==> src/rtl/dm_arb_if.sv <==
// Bus bundle between the data-memory arbiter, its two requesters and the memory.
// The slave modport is the arbiter's view; master is the requester/memory side.
interface dm_arb_if #(
    parameter int AW = 8,
    parameter int DW = 8
);
    logic          r0_req;
    logic          r0_we;
    logic [AW-1:0] r0_adr;
    logic [DW-1:0] r0_wdata;
    logic          r0_gnt;
    logic          r0_rvalid;
    logic [DW-1:0] r0_rdata;

    logic          r1_req;
    logic          r1_we;
    logic [AW-1:0] r1_adr;
    logic [DW-1:0] r1_wdata;
    logic          r1_gnt;
    logic          r1_rvalid;
    logic [DW-1:0] r1_rdata;

    logic          dm_en;
    logic          dm_we;
    logic [AW-1:0] dm_adr;
    logic [DW-1:0] dm_wdata;
    logic [DW-1:0] dm_rdata;
    logic          busy;

    modport slave (
        input  r0_req, r0_we, r0_adr, r0_wdata,
        input  r1_req, r1_we, r1_adr, r1_wdata,
        input  dm_rdata,
        output r0_gnt, r0_rvalid, r0_rdata,
        output r1_gnt, r1_rvalid, r1_rdata,
        output dm_en, dm_we, dm_adr, dm_wdata, busy
    );

    modport master (
        output r0_req, r0_we, r0_adr, r0_wdata,
        output r1_req, r1_we, r1_adr, r1_wdata,
        output dm_rdata,
        input  r0_gnt, r0_rvalid, r0_rdata,
        input  r1_gnt, r1_rvalid, r1_rdata,
        input  dm_en, dm_we, dm_adr, dm_wdata, busy
    );
endinterface

==> src/rtl/dm_arb.sv <==
// Round-robin two-port arbiter and single-operation sequencer for a synchronous-read
// data memory; all outputs come straight from registers.
module dm_arb #(
    parameter int AW      = 8,
    parameter int DW      = 8,
    parameter int MEM_LAT = 1
) (
    input  logic     clk,
    input  logic     rst_n,
    dm_arb_if.slave  bus
);
    typedef enum logic [1:0] {
        S_IDLE  = 2'd0,
        S_ISSUE = 2'd1,
        S_WAIT  = 2'd2,
        S_RESP  = 2'd3
    } state_t;

    localparam logic [1:0] LAT_M1 = 2'(MEM_LAT - 1);

    state_t        r_state;
    logic          r_owner;
    logic          r_last;
    logic          r_we;
    logic [AW-1:0] r_adr;
    logic [DW-1:0] r_wdata;
    logic [1:0]    r_cnt;
    logic [1:0]    r_gnt;
    logic [1:0]    r_rvalid;
    logic          r_dm_en;
    logic          r_dm_we;
    logic          r_busy;
    logic [DW-1:0] r_rdata0;
    logic [DW-1:0] r_rdata1;
    logic          w_any;
    logic          w_win;

    // r1 wins when alone, or on a tie when r0 was the last winner
    assign w_any = bus.r0_req | bus.r1_req;
    assign w_win = bus.r1_req & (~bus.r0_req | ~r_last);

    // Sequencer state, latched request copy and all registered outputs
    always_ff @(posedge clk or negedge rst_n) begin
        if (!rst_n) begin
            r_state  <= S_IDLE;
            r_owner  <= 1'b0;
            r_last   <= 1'b1;
            r_we     <= 1'b0;
            r_adr    <= {AW{1'b0}};
            r_wdata  <= {DW{1'b0}};
            r_cnt    <= 2'd0;
            r_gnt    <= 2'b00;
            r_rvalid <= 2'b00;
            r_dm_en  <= 1'b0;
            r_dm_we  <= 1'b0;
            r_busy   <= 1'b0;
            r_rdata0 <= {DW{1'b0}};
            r_rdata1 <= {DW{1'b0}};
        end else begin
            case (r_state)
                S_IDLE: begin
                    if (w_any) begin
                        r_owner <= w_win;
                        r_last  <= w_win;
                        r_we    <= w_win ? bus.r1_we    : bus.r0_we;
                        r_adr   <= w_win ? bus.r1_adr   : bus.r0_adr;
                        r_wdata <= w_win ? bus.r1_wdata : bus.r0_wdata;
                        r_dm_we <= w_win ? bus.r1_we    : bus.r0_we;
                        r_gnt   <= w_win ? 2'b10 : 2'b01;
                        r_dm_en <= 1'b1;
                        r_busy  <= 1'b1;
                        r_state <= S_ISSUE;
                    end else begin
                        r_state <= S_IDLE;
                    end
                end
                S_ISSUE: begin
                    r_gnt   <= 2'b00;
                    r_dm_en <= 1'b0;
                    r_dm_we <= 1'b0;
                    if (r_we) begin
                        r_busy  <= 1'b0;
                        r_state <= S_IDLE;
                    end else begin
                        r_cnt   <= LAT_M1;
                        r_state <= S_WAIT;
                    end
                end
                S_WAIT: begin
                    if (r_cnt == 2'd0) begin
                        if (r_owner) begin
                            r_rdata1 <= bus.dm_rdata;
                        end else begin
                            r_rdata0 <= bus.dm_rdata;
                        end
                        r_rvalid <= r_owner ? 2'b10 : 2'b01;
                        r_state  <= S_RESP;
                    end else begin
                        r_cnt <= r_cnt - 2'd1;
                    end
                end
                S_RESP: begin
                    r_rvalid <= 2'b00;
                    r_busy   <= 1'b0;
                    r_state  <= S_IDLE;
                end
                default: begin
                    r_gnt    <= 2'b00;
                    r_rvalid <= 2'b00;
                    r_dm_en  <= 1'b0;
                    r_dm_we  <= 1'b0;
                    r_busy   <= 1'b0;
                    r_state  <= S_IDLE;
                end
            endcase
        end
    end

    assign bus.r0_gnt    = r_gnt[0];
    assign bus.r1_gnt    = r_gnt[1];
    assign bus.r0_rvalid = r_rvalid[0];
    assign bus.r1_rvalid = r_rvalid[1];
    assign bus.r0_rdata  = r_rdata0;
    assign bus.r1_rdata  = r_rdata1;
    assign bus.dm_en     = r_dm_en;
    assign bus.dm_we     = r_dm_we;
    assign bus.dm_adr    = r_adr;
    assign bus.dm_wdata  = r_wdata;
    assign bus.busy      = r_busy;
endmodule

==> src/flat_wrapper.sv <==
// flat-port wrapper written by rule: the top's interface ports become plain ports
module dm_arb_flat 
#(
    parameter int AW      = 8,
    parameter int DW      = 8,
    parameter int MEM_LAT = 1
)
  (clk, rst_n, bus_r0_req, bus_r0_we, bus_r0_adr, bus_r0_wdata, bus_r1_req, bus_r1_we, bus_r1_adr, bus_r1_wdata, bus_dm_rdata, bus_r0_gnt, bus_r0_rvalid, bus_r0_rdata, bus_r1_gnt, bus_r1_rvalid, bus_r1_rdata, bus_dm_en, bus_dm_we, bus_dm_adr, bus_dm_wdata, bus_busy);
  dm_arb_if #(.AW(AW), .DW(DW)) bus_i ();
  input  logic clk;
  input  logic rst_n;
  input wire logic [$bits(bus_i.r0_req)-1:0] bus_r0_req;
  input wire logic [$bits(bus_i.r0_we)-1:0] bus_r0_we;
  input wire logic [$bits(bus_i.r0_adr)-1:0] bus_r0_adr;
  input wire logic [$bits(bus_i.r0_wdata)-1:0] bus_r0_wdata;
  input wire logic [$bits(bus_i.r1_req)-1:0] bus_r1_req;
  input wire logic [$bits(bus_i.r1_we)-1:0] bus_r1_we;
  input wire logic [$bits(bus_i.r1_adr)-1:0] bus_r1_adr;
  input wire logic [$bits(bus_i.r1_wdata)-1:0] bus_r1_wdata;
  input wire logic [$bits(bus_i.dm_rdata)-1:0] bus_dm_rdata;
  output wire logic [$bits(bus_i.r0_gnt)-1:0] bus_r0_gnt;
  output wire logic [$bits(bus_i.r0_rvalid)-1:0] bus_r0_rvalid;
  output wire logic [$bits(bus_i.r0_rdata)-1:0] bus_r0_rdata;
  output wire logic [$bits(bus_i.r1_gnt)-1:0] bus_r1_gnt;
  output wire logic [$bits(bus_i.r1_rvalid)-1:0] bus_r1_rvalid;
  output wire logic [$bits(bus_i.r1_rdata)-1:0] bus_r1_rdata;
  output wire logic [$bits(bus_i.dm_en)-1:0] bus_dm_en;
  output wire logic [$bits(bus_i.dm_we)-1:0] bus_dm_we;
  output wire logic [$bits(bus_i.dm_adr)-1:0] bus_dm_adr;
  output wire logic [$bits(bus_i.dm_wdata)-1:0] bus_dm_wdata;
  output wire logic [$bits(bus_i.busy)-1:0] bus_busy;
  assign bus_i.r0_req = bus_r0_req;
  assign bus_i.r0_we = bus_r0_we;
  assign bus_i.r0_adr = bus_r0_adr;
  assign bus_i.r0_wdata = bus_r0_wdata;
  assign bus_i.r1_req = bus_r1_req;
  assign bus_i.r1_we = bus_r1_we;
  assign bus_i.r1_adr = bus_r1_adr;
  assign bus_i.r1_wdata = bus_r1_wdata;
  assign bus_i.dm_rdata = bus_dm_rdata;
  assign bus_r0_gnt = bus_i.r0_gnt;
  assign bus_r0_rvalid = bus_i.r0_rvalid;
  assign bus_r0_rdata = bus_i.r0_rdata;
  assign bus_r1_gnt = bus_i.r1_gnt;
  assign bus_r1_rvalid = bus_i.r1_rvalid;
  assign bus_r1_rdata = bus_i.r1_rdata;
  assign bus_dm_en = bus_i.dm_en;
  assign bus_dm_we = bus_i.dm_we;
  assign bus_dm_adr = bus_i.dm_adr;
  assign bus_dm_wdata = bus_i.dm_wdata;
  assign bus_busy = bus_i.busy;
  dm_arb #(.AW(AW), .DW(DW), .MEM_LAT(MEM_LAT)) u_core (.clk(clk), .rst_n(rst_n), .bus(bus_i));
endmodule
==> config.mk <==
export PLATFORM = sky130hd
export DESIGN_NAME = dm_arb_flat
export DESIGN_NICKNAME = d
export VERILOG_FILES = /design/src/rtl/dm_arb_if.sv /design/src/rtl/dm_arb.sv /design/src/flat_wrapper.sv
export SDC_FILE = /design/constraint.sdc
export NUM_CORES = 1
export LEC_CHECK = 0
export CAP_MARGIN = 10
export CELL_PAD_IN_SITES_DETAIL_PLACEMENT = 0
export CELL_PAD_IN_SITES_GLOBAL_PLACEMENT = 1
export CORE_MARGIN = 8
export CORE_UTILIZATION = 34
export DETAILED_ROUTE_END_ITERATION = 8
export MAX_ROUTING_LAYER = met4
export PLACE_DENSITY_LB_ADDON = 0.1
export SLEW_MARGIN = 20
export SYNTH_ARGS = -nofsm -noshare
export SYNTH_HDL_FRONTEND = slang
export SYNTH_SLANG_ARGS = --single-unit
==> constraint.sdc <==
create_clock -name clk -period 4.5 [get_ports clk]
set_clock_uncertainty 0.05 [all_clocks]
set_input_delay 1.125 -clock clk [delete_from_list [all_inputs] [get_ports clk]]
set_output_delay 1.125 -clock clk [all_outputs]
set_load 0.02 [all_outputs]
==> results of run 1 <==
-- registers in the layout, indices dropped and copies added (netlist names), 2 cells and up, named ones only --
name,count
u_core.bus.dm_adr,8
u_core.bus.dm_wdata,8
u_core.bus.r0_rdata,8
u_core.bus.r1_rdata,8
u_core.r_cnt,2
u_core.r_gnt,2
u_core.r_rvalid,2
-- cell type report --
type	instances	area [um2]
clock buffer	5	68.8
clock inverter	3	25.0
fill	569	2850
inverter	10	37.5
multi-input combinational	131	852
sequential	46	1150
tap	75	93.8
timing repair buffer	85	846
-- through the flow --
stage,area [um2],std cells
after floorplan,2080,194
after global placement,2980,347
after detailed placement,2980,347
after CTS,3070,355
after global routing,3080,355
final,3080,355
-- cell families (layout without fill, tap and decap cells) --
kind of cell             count (synthesis)  after routing  share of synthesized area
buffers and inverters                   17            103                     0.0361
flip-flops                              46             46                      0.554
AND/OR/NAND/NOR                         66             66                      0.132
AO/OA/AOI/OAI                           38             38                      0.124
multiplexers                            20             20                      0.111
adder cells (fa/ha/maj)                  7              7                     0.0421
-- layout by cell type (no fill, tap or decap), types with 2 or more instances in the layout --
master           Yosys  final
dfrtp_1             45     45
o21ai_0              4      4
o41ai_1              2      2
ha_1                 7      7
mux2_4               2      2
nand2_1             37     37
nand3_1              2      2
clkbuf_8             0      5
a21oi_1              3      3
nand2b_1             2      2
buf_4                1      2
o22ai_1              2      2
nor2_1              19     19
nor2b_1              2      2
clkdlybuf4s50_1      0     83
mux2_2              16     16
a31oi_1             18     18
inv_1               10     10
-- final timing paths --
kind / from / endpoint / slack, ns
max: bus_r1_req / u_core.r_gnt[0]$_DFFE_PN0P_ / 1.89
min: u_core.bus.busy$_DFFE_PN0P_ / u_core.bus.busy$_DFFE_PN0P_ / 0.46
max reg2reg: u_core.r_state[0]$_DFFE_PN0P_ / u_core.r_gnt[1]$_DFFE_PN0P_ / 2.49
min reg2reg: u_core.bus.busy$_DFFE_PN0P_ / u_core.bus.busy$_DFFE_PN0P_ / 0.46
max in group asynchronous: rst_n / u_core.bus.dm_wdata[3]$_DFFE_PN0P_ / 3.24
min in group asynchronous: rst_n / u_core.r_we$_DFFE_PN0P_ / 0.77
-- cell usage after synthesis, drive strengths merged --
master	number	area, um2
o21ai	5	28.8
inv	10	37.5
o22ai	2	12.5
buf	7	37.5
a32oi	1	8.76
nor2b	2	12.5
a31oi	18	113
dfrtp	45	1130
dfstp	1	26.3
a21boi	1	11.3
a21oi	3	15.0
nand2	37	139
a21o	1	7.51
o21a	1	7.51
or4	1	7.51
nand2b	2	12.5
or3b	1	8.76
nand3	2	10.0
mux2i	1	10.0
o41ai	2	17.5
nor2	19	71.3
nand3b	1	7.51
mux2	19	221
o2bb2ai	1	8.76
a21bo	2	20.0
o211ai	1	7.51
and2	1	6.26
ha	7	87.6
-- layer usage --
| layer | global-route usage | vias to the layer above | share of wire |
|---|---|---|---|
| met5 | - | - | 0 |
| met4 | 0.0396 | 0 | 0.0064 |
| met3 | 0.0480 | 4 | 0.097 |
| met2 | 0.195 | 59 | 0.47 |
| met1 | 0.152 | 788 | 0.43 |
| li1 | - | 833 | - |
-- power groups by stage --
stage	logic (mW)	registers [mW]	clock network, mW
global route	1.19	0.751	0.289
floorplan	0.409	0.937	0
CTS	1.12	0.729	0.276
finish	1.10	0.726	0.265
global placement	1.11	0.727	0
detailed placement	1.12	0.735	0
==> summary.md, run 1 <==
| Metric | Value |
|---|---|
| Status | `finished, final reports clean` |
| Vias in the first global route | `~1800` |
| Pin count of the biggest net entering global routing | `47` |
| Synthesized cell area | `around 2100 um2` |
| Initial DRC Count | `50` |
| Row cnt | `28` |
| TritonCTS buffer count | `5` |
| Tcrit/Tclk final | `0.581` |
| #FFs+latches synth | `46` |
| Least-Margin Pin Slew | `around 0.81 ns` |
| CP max FO | `18` |
| Die Height | `between 90 and 100 um` |
| Residual DRC | `0` |
| Die Area | `approximately 8900 um2` |
| Fin crit period | `approximately 2.6 ns` |
| Post-CTS setup buffers | `0` |
| Post_cts resized | `0` |
| CTS Sinks | `46` |
| Hold WS | `roughly 0.46 ns` |
| IO Port Bufs | `84` |
| Register clock-pin slew on the reported worst setup and hold paths | `0.09 ns` |
| CP Capture Type | `flip-flop` |
| Final Max Tran Viols | `0` |
| Relative max-transition margin | `0.456` |
| Setup_tns | `0 ns` |
| Final nets | `332` |
| Die X | `around 94 um` |
| CTS tree | `yes` |
| Final worst setup slack | `approximately 1.9 ns` |
| Hold Path Class | `flip-flop to flip-flop` |
| Critical Path RT | `roughly 4.6 ns` |
| Layout cells sized above 1 | `0.114` |
| WS Path Type | `input port to flip-flop` |
| Worst hold stages | `1` |
| RSZ-0062 raised after global routing | `false` |
| R2R depth | `5` |
| Placer Congestion | `between 0.7 and 0.8` |
| CP bufs+invs | `1` |
| Clock power share | `0.127` |
| Root buf cell | `clkbuf_8` |
| Worst-path cell chain | `clkdlybuf4s50_1 -> a21boi_2 -> nor2_1 -> mux2_4` |
| Final Power | `2.09 mW` |
| Antenna cells | `0` |
| Top delay family on crit path | `compound AO/OA/AOI/OAI gates` |
| First-pass GRT wire length | `roughly 8600 um` |
| Vias per std cell | `about 4.7` |
| Gate power share | `0.526` |
| Lkg Pwr | `1.30 nW` |
| Setup Viol. Count Final | `0` |
| Final Hold Fails | `0` |
| WL final | `roughly 5400 um` |
| Initial antenna violation count | `0` |
| Post-place setup slack | `1.53 ns` |
| Crit path max-delay cell type | `a21boi_2` |
| Core ar. | `slightly below 6000 um2` |
| Ys Warns | `0` |
| Max-cap viol count | `0` |
| Crit path DAT | `2.75 ns` |
| Reg power frac | `0.347` |
| Final design utilization | `0.519` |
| Area grow syn2layout | `47.9%` |
| H-tree levels | `2` |
| Peak Freq | `roughly 0.38 GHz` |
| Worst supply voltage drop on vdd | `roughly 0.00035 V` |
| IO Count | `85` |
| Total congestion overflow | `0` |
| Clk_lat worst skew | `0.30 ns` |
| Total GRT Usage | `0.128` |
| Int Pwr | `~1.3 mW` |
| Via count | `~1700` |
| CTS Hold Bufs | `0` |
| Startpoint types | `input port` |
| Yosys cell types | `33` |
| Number of stages on the worst setup path | `4` |
| Final ANT Viol Nets | `0` |
| Placed wire-length estimate | `around 4000 um` |
| Psw | `818 uW` |
| CTS Buffer Depth | `2` |
| Sw frac | `0.392` |
| Crit-path max cell delay | `~0.68 ns` |
| Drt pass-1 iters | `4` |
| Starting density of the core | `0.351` |
| Mapped Cells | `about 190` |
| WL per Instance | `between 15 and 20 um` |
| Cell Pwr Density | `679 nW/um2` |
| Sequential share of the synthesized area | `0.554` |
| Syn_nets | `247` |
| Mean Syn Cell Area | `~11 um2` |
No activity file was read; power rests on OpenSTA's default activity.
==> run 2: changes to the inputs <==
Settings changed: CORE_UTILIZATION 34 to 29.
Clock period 4.5 ns to 2.3 ns, I/O delays scaled along.
==> run 2 against run 1 <==
Largest power group unchanged. Critical path depth grew 1. Routed wire length rose by 4.5%. Utilization shrank 7.4 points. Register-to-register slack worse by 2.2 ns.
==> summary.md, run 2 (synthesis results as in run 1) <==
| Metric | Value |
|---|---|
| Root buf cell | `clkbuf_8 (unchanged)` |
| Placer Congestion | `0.727 (was 0.709)` |
| Setup Viol. Count Final | `0 (unchanged)` |
| First-pass GRT wire length | `9090 um (was 8640 um)` |
| Total GRT Usage | `0.117 (was 0.128)` |
| Status | `finished, final reports clean (unchanged)` |
| Crit path DAT | `2.14 ns (was 2.75 ns)` |
| Initial antenna violation count | `0 (unchanged)` |
| CP max FO | `7 (was 18)` |
| CP Capture Type | `flip-flop (unchanged)` |
| H-tree levels | `2 (unchanged)` |
| RSZ-0062 raised after global routing | `false (unchanged)` |
| Final Power | `4.13 mW (was 2.09 mW)` |
| Register clock-pin slew on the reported worst setup and hold paths | `0.10 ns (was 0.09 ns)` |
| Setup_tns | `0 ns (unchanged)` |
| Relative max-transition margin | `0.636 (was 0.456)` |
| Clk_lat worst skew | `0.30 ns (about the same)` |
| IO Count | `85 (unchanged)` |
| CTS Sinks | `46 (unchanged)` |
| Die X | `101 um (was 94.2 um)` |
| Drt pass-1 iters | `4 (unchanged)` |
| WL final | `5590 um (was 5350 um)` |
| Placed wire-length estimate | `4260 um (was 3950 um)` |
| Post_cts resized | `0 (unchanged)` |
| CTS Buffer Depth | `2 (unchanged)` |
| Starting density of the core | `0.293 (was 0.351)` |
| Final design utilization | `0.446 (was 0.519)` |
| Crit path max-delay cell type | `dfrtp_1 (was a21boi_2)` |
| Core ar. | `7100 um2 (was 5920 um2)` |
| WL per Instance | `14.6 um (was 15.1 um)` |
| Layout cells sized above 1 | `0.130 (was 0.114)` |
| Vias in the first global route | `1770 (was 1789)` |
| Initial DRC Count | `31 (was 50)` |
| Lkg Pwr | `1.33 nW (was 1.30 nW)` |
| Antenna cells | `0 (unchanged)` |
| IO Port Bufs | `84 (unchanged)` |
| Area grow syn2layout | `52.2% (was 47.9%)` |
| Filler cells | `702 (was 569)` |
| Post-CTS setup buffers | `0 (unchanged)` |
| CP bufs+invs | `1 (unchanged)` |
| Worst-path cell chain | `inv_1 -> ha_1 -> or3b_1 -> o21ai_2 -> mux2_4 (was clkdlybuf4s50_1 -> a21boi_2 -> nor2_1 -> mux2_4)` |
| Final nets | `337 (was 332)` |
| Residual DRC | `0 (unchanged)` |
| Critical Path RT | `2.43 ns (was 4.64 ns)` |
| Final Max Tran Viols | `0 (unchanged)` |
| Top delay family on crit path | `flip-flops (was compound AO/OA/AOI/OAI gates)` |
| Peak Freq | `about 0.50 GHz` |
| WS Path Type | `flip-flop to flip-flop (was input port to flip-flop)` |
| Startpoint types | `flip-flop (was input port)` |
| Commonest non-fill, non-tap cell in the layout | `clkdlybuf4s50_1 (unchanged)` |
| TritonCTS buffer count | `5 (unchanged)` |
| Crit-path max cell delay | `0.44 ns (was 0.68 ns)` |
| Row cnt | `31 (was 28)` |
| Worst supply voltage drop on vdd | `0.000374 V (was 0.000347 V)` |
| Hold Path Class | `input port to asynchronous set/reset pin (was flip-flop to flip-flop)` |
| Pin count of the biggest net entering global routing | `36 (was 47)` |
| Commonest cells after routing, fill and taps aside | `83 x clkdlybuf4s50_1, 45 x dfrtp_1, 37 x nand2_1, 19 x nor2_1, 18 x a31oi_1 (unchanged)` |
| Die Height | `101 um (was 94.2 um)` |
| Via count | `1685 (was 1684)` |
| Least-Margin Pin Slew | `0.546 ns (was 0.811 ns)` |
| CTS Hold Bufs | `0 (unchanged)` |
| Fin crit period | `roughly 2.0 ns` |
| Max-cap viol count | `0 (unchanged)` |
| CTS tree | `yes (unchanged)` |
| Vias per std cell | `4.39 (was 4.74)` |
| Total congestion overflow | `0 (unchanged)` |
| Final Hold Fails | `0 (unchanged)` |
| Cell Pwr Density | `1310 nW/um2 (was 679 nW/um2)` |
| Final ANT Viol Nets | `0 (unchanged)` |
| Hold WS | `0.199 ns (was 0.457 ns)` |
| Die Area | `10100 um2 (was 8870 um2)` |
| Tcrit/Tclk final | `0.870` |
-- run 2: cell types whose count changed in the layout (fill, tap and decap cells not counted) --
| cell | delta |
|---|---|
| buf_12 | +2 |
| buf_2 | +1 |
| buf_4 | +2 |
| clkinvlp_4 | +1 |
| clkinv_4 | -1 |
-- run 2: routing by layer --
layer	vias to the layer above	part of all wire	wire length (um)	global-route usage
li1	844	-	-	-
met1	781	0.47	2630	0.145
met2	56	0.45	2540	0.177
met3	4	0.069	384	0.0428
met4	0	0.0068	38	0.0314
met5	-	0	0	-
-- run 2: final cells by class --
cell class	count	area, um2	area share
Sequential cell	46	1150	0.364
Timing Repair Buffer	90	906	0.286
Multi-Input combinational cell	131	852	0.269
Tap cell	99	124	0.0391
Clock buffer	5	68.8	0.0217
Inverter	10	37.5	0.0119
Clock inverter	3	23.8	0.00751
-- run 2: final timing paths --
check	depth (start not counted)	slack [ns]	end	startpoint
worst max-delay path	5	0.30	u_core.r_gnt[0]$_DFFE_PN0P_	u_core.r_state[0]$_DFFE_PN0P_
worst min-delay path	1	0.20	u_core.bus.dm_wdata[5]$_DFFE_PN0P_	rst_n
worst max register to register	5	0.30	u_core.r_gnt[0]$_DFFE_PN0P_	u_core.r_state[0]$_DFFE_PN0P_
worst min register to register	1	0.45	u_core.bus.dm_we$_DFFE_PN0P_	u_core.bus.dm_we$_DFFE_PN0P_
max in group asynchronous	2	1.42	u_core.r_last$_DFFE_PN1P_	rst_n
min in group clk	1	0.45	u_core.bus.dm_we$_DFFE_PN0P_	u_core.bus.dm_we$_DFFE_PN0P_
-- run 2: where the power goes --
| part | switching, mW | internal [mW] |
|---|---|---|
| Combinational | 1.09 | 1.11 |
| Clock | 0.302 | 0.218 |
| Sequential | 0.223 | 1.20 |
| Total | 1.61 | 2.52 |
-- run 2: stage by stage --
stage / setup WS (ns) / instance area [um2] / cells
finish: 0.299 / 3160 / 384
global route: 0.182 / 3160 / 384
CTS: 0.289 / 3160 / 384
detailed placement: 0.127 / 3070 / 376
global placement: 0.164 / 3070 / 376
floorplan: 0.504 / 2080 / 194
==> run 3: changes to the inputs <==
Settings changed: CORE_MARGIN 8 to 2, GPL_TIMING_DRIVEN set to 0.
==> run 3 against run 2 <==
Worst setup slack got worse by 0.028 ns. Largest power group unchanged. Highest routed layer unchanged. First-iteration DRC count increased by 120%. Non-clock buffer count increased by 2.
==> summary.md, run 3 (synthesis results as in run 1) <==
| Metric | Value |
|---|---|
| Status | `finished, final reports clean (unchanged)` |
| CP startpoint | `u_core.r_state[0]$_DFFE_PN0P_ (unchanged)` |
| Antenna cells | `0 (unchanged)` |
| Register clock-pin slew on the reported worst setup and hold paths | `0.09 ns (was 0.10 ns)` |
| Hold WS | `0.185 ns (was 0.199 ns)` |
| Layout cells sized above 1 | `0.136 (was 0.130)` |
| Final Hold Fails | `0 (unchanged)` |
| Final Power | `4.20 mW (was 4.13 mW)` |
| Cell Pwr Density | `1330 nW/um2 (was 1310 nW/um2)` |
| Clk_lat worst skew | `0.30 ns (about the same)` |
| WL final | `5120 um (was 5590 um)` |
| Row cnt | `30 (was 31)` |
| Initial antenna violation count | `0 (unchanged)` |
| CTS Hold Bufs | `0 (unchanged)` |
| Filler cells | `676 (was 702)` |
| Worst supply voltage drop on vdd | `0.000483 V (was 0.000374 V)` |
| RSZ-0062 raised after global routing | `false (unchanged)` |
| Die X | `88.7 um (was 101 um)` |
| Pin count of the biggest net entering global routing | `26 (was 36)` |
| Root buf cell | `clkbuf_8 (unchanged)` |
| Crit-path max cell delay | `0.45 ns (was 0.44 ns)` |
| Die Area | `7860 um2 (was 10100 um2)` |
| Total congestion overflow | `0 (unchanged)` |
| Placer Congestion | `0.728 (was 0.727)` |
| WL per Instance | `13.4 um (was 14.6 um)` |
| Placed wire-length estimate | `3720 um (was 4260 um)` |
| Startpoint types | `flip-flop (unchanged)` |
| TritonCTS buffer count | `5 (unchanged)` |
| Post-CTS setup buffers | `0 (unchanged)` |
| First-pass GRT wire length | `8210 um (was 9090 um)` |
| Post_cts resized | `0 (unchanged)` |
| Setup Viol. Count Final | `0 (unchanged)` |
| Peak Freq | `0.493 GHz (was 0.500 GHz)` |
| R2R depth | `5 (unchanged)` |
| Worst Setup EP | `u_core.r_gnt[1]$_DFFE_PN0P_ (was u_core.r_gnt[0]$_DFFE_PN0P_)` |
| Starting density of the core | `0.303 (was 0.293)` |
| Final nets | `339 (was 337)` |
| Die Height | `88.7 um (was 101 um)` |
| Via count | `1702 (was 1685)` |
| CP max FO | `7 (unchanged)` |
| Critical Path RT | `2.44 ns (was 2.43 ns)` |
| RR Endpoint | `u_core.r_gnt[1]$_DFFE_PN0P_ (was u_core.r_gnt[0]$_DFFE_PN0P_)` |
| H-tree levels | `2 (unchanged)` |
| CTS Buffer Depth | `2 (unchanged)` |
| Relative max-transition margin | `0.654 (was 0.636)` |
| Vias in the first global route | `1712 (was 1770)` |
| Lkg Pwr | `1.34 nW (was 1.33 nW)` |
| Fin crit period | `2.03 ns (was 2.00 ns)` |
| Residual DRC | `0 (unchanged)` |
| Vias per std cell | `4.44 (was 4.39)` |
| WS Path Type | `flip-flop to flip-flop (unchanged)` |
| Worst-path cell chain | `inv_1 -> ha_1 -> or3b_1 -> o21ai_2 -> mux2_4 (unchanged)` |
| Commonest non-fill, non-tap cell in the layout | `clkdlybuf4s50_1 (unchanged)` |
| Tcrit/Tclk final | `0.882 (was 0.870)` |
| Core ar. | `6870 um2 (was 7100 um2)` |
| R2r startpoint | `u_core.r_state[0]$_DFFE_PN0P_ (unchanged)` |
| Max-cap viol count | `0 (unchanged)` |
| Flop-to-flop setup slack | `0.27 ns (was 0.30 ns)` |
| IO Port Bufs | `84 (unchanged)` |
| Area grow syn2layout | `52.4% (was 52.2%)` |
| IO Count | `85 (unchanged)` |
| Crit path max-delay cell type | `dfrtp_1 (unchanged)` |
| Total GRT Usage | `0.141 (was 0.117)` |
| Commonest cells after routing, fill and taps aside | `83 x clkdlybuf4s50_1, 45 x dfrtp_1, 37 x nand2_1, 19 x nor2_1, 18 x a31oi_1 (unchanged)` |
| FF/Latch Area | `1150 um2 (unchanged)` |
| CTS tree | `yes (unchanged)` |
| Hold Path Class | `input port to asynchronous set/reset pin (unchanged)` |
| Crit path DAT | `2.17 ns (was 2.14 ns)` |
| Initial DRC Count | `67 (was 31)` |
| CP Capture Type | `flip-flop (unchanged)` |
| Multi-input gate area | `852 um2 (unchanged)` |
| Final ANT Viol Nets | `0 (unchanged)` |
| Final Max Tran Viols | `0 (unchanged)` |
| CTS Sinks | `46 (unchanged)` |
| Least-Margin Pin Slew | `0.518 ns (was 0.546 ns)` |
| Drt pass-1 iters | `4 (unchanged)` |
run 3: cell count changes in the layout (fill, tap and decap cells not counted), sizes merged:
cell	change
buf	+2
bufinv	+1
inv	-1
run 3: worst max-delay path: cells and delay by family (launching register included):
family	cells	cell delay [ns]
mux	1	0.33
compound gates	1	0.16
simple gates	1	0.44
fa+ha+maj	1	0.34
flops	1	0.45
buf+inv	1	0.16
run 3: routing by layer:
layer / part of all wire / GRT usage
met1: 0.44 / 0.174
met2: 0.48 / 0.223
met5: 0 / -
met4: 0.012 / 0.0331
met3: 0.072 / 0.0504
run 3: per-stage QoR:
stage	worst slack, ns	area, um2	instances	setup TNS [ns]	util
floorplan	0.504	2080	194	0	-
global placement	-0.831	3040	374	-37.60	0.443
detailed placement	0.0890	3060	375	0	0.445
CTS	0.274	3170	383	0	0.461
global route	0.181	3170	383	0	0.461
finish	0.271	3170	383	0	0.461
run 3: worst min-delay path by stage:
stage                                            start                            endpoint  cells after the start
after detailed placement  u_core.bus.dm_we$_DFFE_PN0P_        u_core.bus.dm_we$_DFFE_PN0P_                      1
final                                            rst_n  u_core.bus.r0_rdata[7]$_DFFE_PN0P_                      1
after global routing                             rst_n  u_core.bus.r0_rdata[7]$_DFFE_PN0P_                      1
after floorplan                                  rst_n          asynchronous set/reset pin                      0
after CTS                                        rst_n  u_core.bus.r0_rdata[7]$_DFFE_PN0P_                      1
after global placement    u_core.bus.dm_we$_DFFE_PN0P_        u_core.bus.dm_we$_DFFE_PN0P_                      1
run 3: cell type report:
cell class / instances / area share
Buffer: 7 / 0.0118
Clock inverter: 3 / 0.0142
Sequential cell: 46 / 0.364
Timing Repair Buffer: 85 / 0.270
Inverter: 10 / 0.0118
Multi-Input combinational cell: 131 / 0.269
Tap cell: 96 / 0.0379
Clock buffer: 5 / 0.0217
run 3: power by group:
group          internal [mW]  switching, mW  total (mW)
Sequential              1.20          0.219        1.42
Clock                  0.323          0.293       0.617
Combinational           1.09           1.08        2.17
Total                   2.61           1.59        4.20
